[src/rtl/bus_arb_mux.sv]
// -----------------------------------------------------------------------------
// bus_arb_mux
//   Round-robin arbiter feeding a single-entry registered output bus.
//   Each cycle the output slot is free (empty, or being consumed) and some
//   source is requesting, the next requester at or after the rotating pointer
//   is granted and its word is captured into the output register.
//
// Parameters
//   W  bus data width in bits (1..32)
//   N  number of sources (2..16)
//
// Ports
//   Clock      in   system clock, rising edge
//   Resetn     in   asynchronous active-low reset
//   req        in   [N]     per-source request
//   din        in   [N*W]   source data, source i at [i*W +: W]
//   grant      out  [N]     combinational one-hot grant (0 when nothing loads)
//   bus_ready  in   sink accepts bus_data this cycle
//   bus_valid  out  bus_data holds an unconsumed word
//   bus_data   out  [W]     registered bus word
//   bus_src    out  [clog2(N)] source index of bus_data
//
// Configuration
//   BUS_HOLD_EN  defined: the last word and source stay visible after it is
//                consumed without a reload. Undefined: data/src clear to 0
//                whenever bus_valid drops.
// -----------------------------------------------------------------------------
module bus_arb_mux #(
    parameter int W = 9,
    parameter int N = 10,
    localparam int SW = $clog2(N)
) (
    input  logic             Clock,
    input  logic             Resetn,
    input  logic [N-1:0]     req,
    input  logic [N*W-1:0]   din,
    output logic [N-1:0]     grant,
    input  logic             bus_ready,
    output logic             bus_valid,
    output logic [W-1:0]     bus_data,
    output logic [SW-1:0]    bus_src
);

    logic [SW-1:0] ptr_r;
    logic          valid_r;
    logic [W-1:0]  data_r;
    logic [SW-1:0] src_r;

    logic          slot_free_s;
    logic          load_s;
    logic          found_s;
    logic [SW-1:0] winner_s;
    logic [SW-1:0] ptr_next_s;

    // Output slot can take a new word when empty or being drained this cycle;
    // grant is also gated by reset so nothing is handed out while held in reset.
    always_comb begin
        slot_free_s = !valid_r || bus_ready;
        load_s      = slot_free_s && (req != {N{1'b0}}) && Resetn;
    end

    // Round-robin search: first requester at ptr, ptr+1, ... wrapping to 0.
    always_comb begin
        int idx_v;
        found_s  = 1'b0;
        winner_s = {SW{1'b0}};
        idx_v    = 0;
        for (int j = 0; j < N; j++) begin
            idx_v = int'(ptr_r) + j;
            if (idx_v >= N) begin
                idx_v = idx_v - N;
            end else begin
                idx_v = idx_v;
            end
            if (!found_s && req[idx_v]) begin
                found_s  = 1'b1;
                winner_s = SW'(idx_v);
            end else begin
                found_s  = found_s;
            end
        end
    end

    // Pointer moves to the source after the winner, wrapping N-1 back to 0.
    always_comb begin
        if (winner_s == SW'(N - 1)) begin
            ptr_next_s = {SW{1'b0}};
        end else begin
            ptr_next_s = winner_s + {{(SW-1){1'b0}}, 1'b1};
        end
    end

    // One-hot grant to the winner only on a cycle that actually loads.
    always_comb begin
        if (load_s) begin
            grant = {{(N-1){1'b0}}, 1'b1} << winner_s;
        end else begin
            grant = {N{1'b0}};
        end
    end

    // Output register and arbitration pointer.
    always_ff @(posedge Clock or negedge Resetn) begin
        if (!Resetn) begin
            ptr_r   <= {SW{1'b0}};
            valid_r <= 1'b0;
            data_r  <= {W{1'b0}};
            src_r   <= {SW{1'b0}};
        end else if (load_s) begin
            // Load also covers consume-and-replace in one edge (no bubble).
            ptr_r   <= ptr_next_s;
            valid_r <= 1'b1;
            data_r  <= din[int'(winner_s)*W +: W];
            src_r   <= winner_s;
        end else if (valid_r && bus_ready) begin
            valid_r <= 1'b0;
`ifdef BUS_HOLD_EN
            data_r  <= data_r;
            src_r   <= src_r;
`else
            data_r  <= {W{1'b0}};
            src_r   <= {SW{1'b0}};
`endif
        end else begin
            // Idle or backpressured: everything holds.
            ptr_r   <= ptr_r;
            valid_r <= valid_r;
            data_r  <= data_r;
            src_r   <= src_r;
        end
    end

    assign bus_valid = valid_r;
    assign bus_data  = data_r;
    assign bus_src   = src_r;

endmodule

[config.mk]
export PLATFORM = sky130hd
export DESIGN_NAME = bus_arb_mux
export DESIGN_NICKNAME = d
export VERILOG_FILES = /design/src/rtl/bus_arb_mux.sv
export SDC_FILE = /design/constraint.sdc
export NUM_CORES = 1
export LEC_CHECK = 0
export BUFFER_PORTS_ARGS = -buffer_cell sky130_fd_sc_hd__buf_2
export CAP_MARGIN = 10
export CORE_MARGIN = 5
export CORE_UTILIZATION = 55
export CTS_BUF_LIST = sky130_fd_sc_hd__clkbuf_2
export CTS_CLUSTER_SIZE = 25
export DETAILED_ROUTE_END_ITERATION = 8
export GPL_TIMING_DRIVEN = 0
export PLACE_DENSITY = 0.83
export SKIP_LAST_GASP = 1
export SYNTH_ARGS = -nofsm -noshare
export SYNTH_HDL_FRONTEND = slang
export SYNTH_SLANG_ARGS = --single-unit
[constraint.sdc]
create_clock -name Clock -period 7.25 [get_ports Clock]
set_input_delay 0 -clock Clock [delete_from_list [all_inputs] [get_ports Clock]]
set_output_delay 0 -clock Clock [all_outputs]
set_load 0.05 [all_outputs]
==> results.cfg <==
[synth]
async_reset_ff_share_pct = 100
synthTopCellsByArea = dfrtp_1, mux2i_1, ha_1, o211ai_1, a21oi_1
syn_area_mm2 = 0.00479
synthCells = 624
yosys.area_share.simple_pct = 25.4
synth.distinct_cells = 89
synthAdderAreaFrac_pct = 6.54
synth-xor-area-share_pct = 2.22
synth_edf_count = 0
ys.flop_type = dfrtp_1
synth_seq_area_share_pct = 9.41
syn_nets = 752
synthMuxAreaShare_pct = 16.0
synth_largest_area_cell = dfrtp_1
syn_avg_cell_area_um2 = 7.67
synth_top_family_by_area = compound AO/OA/AOI/OAI gates
synth_compound_area_share_pct = 34.0
yosysTopAreaCellShare_pct = 9.41
synth_seq_cells = 18
yosysWarningCount = 0

[floorplanning]
initial_core_util_pct = 55.7
coreArea_mm2 = 0.00859
row_count = 34
die-area_mm2 = 0.0107
fp.dieW_um = 103
io-pin-count = 127
die_h_um = 103

[drt]
vias = 5837
drtPass1Iterations = 5
ant_nets = 0
finalWirelength_um = 18500
wire_per_inst_um = 21.5
detail_route.iter0.violations = 536
drc = 0
viasPerCell = 6.76

[global_route]
grt_pass1_wl_um = 28700
grt.overflow.total = 0
grt_antenna_before_repair = 0
grt_max_degree = 20
grt_pass1_vias = 5710
grt_usage_pct = 34.1

[status]
status = finished, final reports clean

[clocking]
cts.sinks = 18
cts_root_buffer = clkbuf_2
cts_tree = built
path_clk_slew_ns = 0.19
clk_latency_ns = 0.32
numCtsBuffers = 3
cts_setup_buffers = 0
cts_max_path_buffers = 2
cts_htree_levels = 1

[timing]
period_share_pct = 95.1
fin_setup_tns_ns = 0
slew_headroom_pct = 32.7
setup_viol = 0
fin_crit_ns = 6.89
slew_viol_final = 0
fmax_mhz = 145
rsz0062_at_grt = no
tightest_slew_ns = 0.982
skew_ns = 0.0129
hold_viol = 0

[critical_path]
cp-start-kind = register
cp_max_fo = 10
cp-end-kind = output port
crit_arrival_ns = 6.89
worst-endpoint-required_ns = 7.25
worstSetupPathType = reg -> out
r2r_cells = 23

[finish]
final_common_cell = buf_2
layout_common_cells = buf_2, nand2_1, mux2i_1
areaGrowthSynthToFinish_pct = 17.2
diodes = 0
fillers = 775
layout.nets = 884
drive_gt1_share_pct = 28.3

[place]
hpwl_um = 15000
io_buffers = 126
place_congestion = 1.00

[hold_path]
hold_depth = 4
hp-class = in -> reg

[job]
cap_viol_max_count = 0
[cells by family (layout without fill, tap and decap cells)]
group,Yosys count,in the layout
AOI/OAI and AO/OA,216,216
xor gates and xnor gates,10,10
adders and majority gates,25,25
buffers and inverters,67,198
DFF,18,18
muxes,67,67
and+or+nand+nor,221,221
[timing repair]
action / CTS / global route
gates cloned: 0 / 0
pin swaps: 0 / 1
endpoints found under the setup margin: 6 / 19
hold buffers: 2 / 0
gates resized for setup: 1 / 8
endpoints found under the hold margin: 19 / 0
[stage by stage]
step	hold slack [ns]	cells	util, %	setup WS [ns]	cell area (µm²)
finish	0.0317	863	65.3	0.358	5610
global route	0.0169	863	65.3	0.0303	5610
CTS	0.0383	864	65.1	0.00118	5590
detailed placement	-0.0296	858	64.6	0.0916	5550
global placement	-0.0281	858	64.6	0.177	5550
floorplan	-0.296	624	-	1.56	4790
[per-layer routing]
layer / GRT usage, % / part of all wire, % / vias to the layer above
li1: - / - / 2660
met1: 40.1 / 38 / 2739
met2: 59.3 / 48 / 361
met3: 4.29 / 7.9 / 77
met4: 19.9 / 6.1 / 0
met5: 0 / 0 / -
[worst paths after layout]
kind,endpoint,from,slack [ns]
min in group asynchronous,bus_data[3]$_DFFE_PN0P_,Resetn,0.12
max reg2reg,ptr_r[2]$_DFFE_PN0P_,ptr_r[0]$_DFFE_PN0P_,0.70
min reg2reg,bus_src[1]$_DFFE_PN0P_,bus_src[1]$_DFFE_PN0P_,0.52
min,bus_data[6]$_DFFE_PN0P_,din[87],0.03
max in group asynchronous,bus_data[2]$_DFFE_PN0P_,Resetn,6.80
max,grant[3],ptr_r[0]$_DFFE_PN0P_,0.36
[registers in the layout (all words and copies together), names as in the netlist]
| name | flops |
|---|---|
| bus_valid | 1 |
| bus_src | 4 |
| ptr_r | 4 |
| bus_data | 9 |
[layout make-up]
type                            instances  area [µm²]  area share, %
Timing Repair Buffer                  128         651           11.6
Sequential cell                        18         450           8.03
Multi-Input combinational cell        539        4040           72.1
Clock buffer                            3        15.0          0.268
Inverter                               26         101           1.81
Buffer                                 40         211           3.77
Clock inverter                          1        3.75         0.0669
Tap cell                              108         135           2.41
[cells in the mapped netlist (5+ instances only)]
library cell   n
nand2_1       46
mux2i_1       42
a21oi_1       36
nor2_1        32
o211ai_1      30
o21ai_0       30
nand3_1       29
ha_1          25
inv_1         21
nand2b_1      21
dfrtp_1       18
clkbuf_1      17
buf_2         16
mux2_2        16
nor3_1        14
nor2b_1       13
and2_1        12
a22o_1        11
a2bb2oi_1     11
a211oi_1       9
or2_2          8
a21boi_0       7
and3_1         7
o21a_1         7
xnor2_1        7
mux2_4         5
o211ai_2       5
o311ai_0       5
or4_1          5
[critical path: stages, from the launching register on]
cell        delay (ns)
dfrtp_1           0.45
buf_2             0.27
buf_4             0.22
buf_2             0.29
clkbuf_2          0.35
inv_1             0.11
ha_1              0.36
clkbuf_2          0.27
clkinvlp_4        0.25
ha_1              0.51
mux4_2            0.36
mux4_2            0.49
o21ai_0           0.36
nor2_1            0.18
a311oi_1          0.50
o32ai_4           0.22
and2_1            0.20
buf_6             0.13
buf_6             0.15
buf_6             0.15
nor2_1            0.17
ha_1              0.17
and2_1            0.13
buf_2             0.26
Power is left out: the tool's default activity adds up to more than one toggle a clock period on the data nets, which glitch-free logic cannot reach.
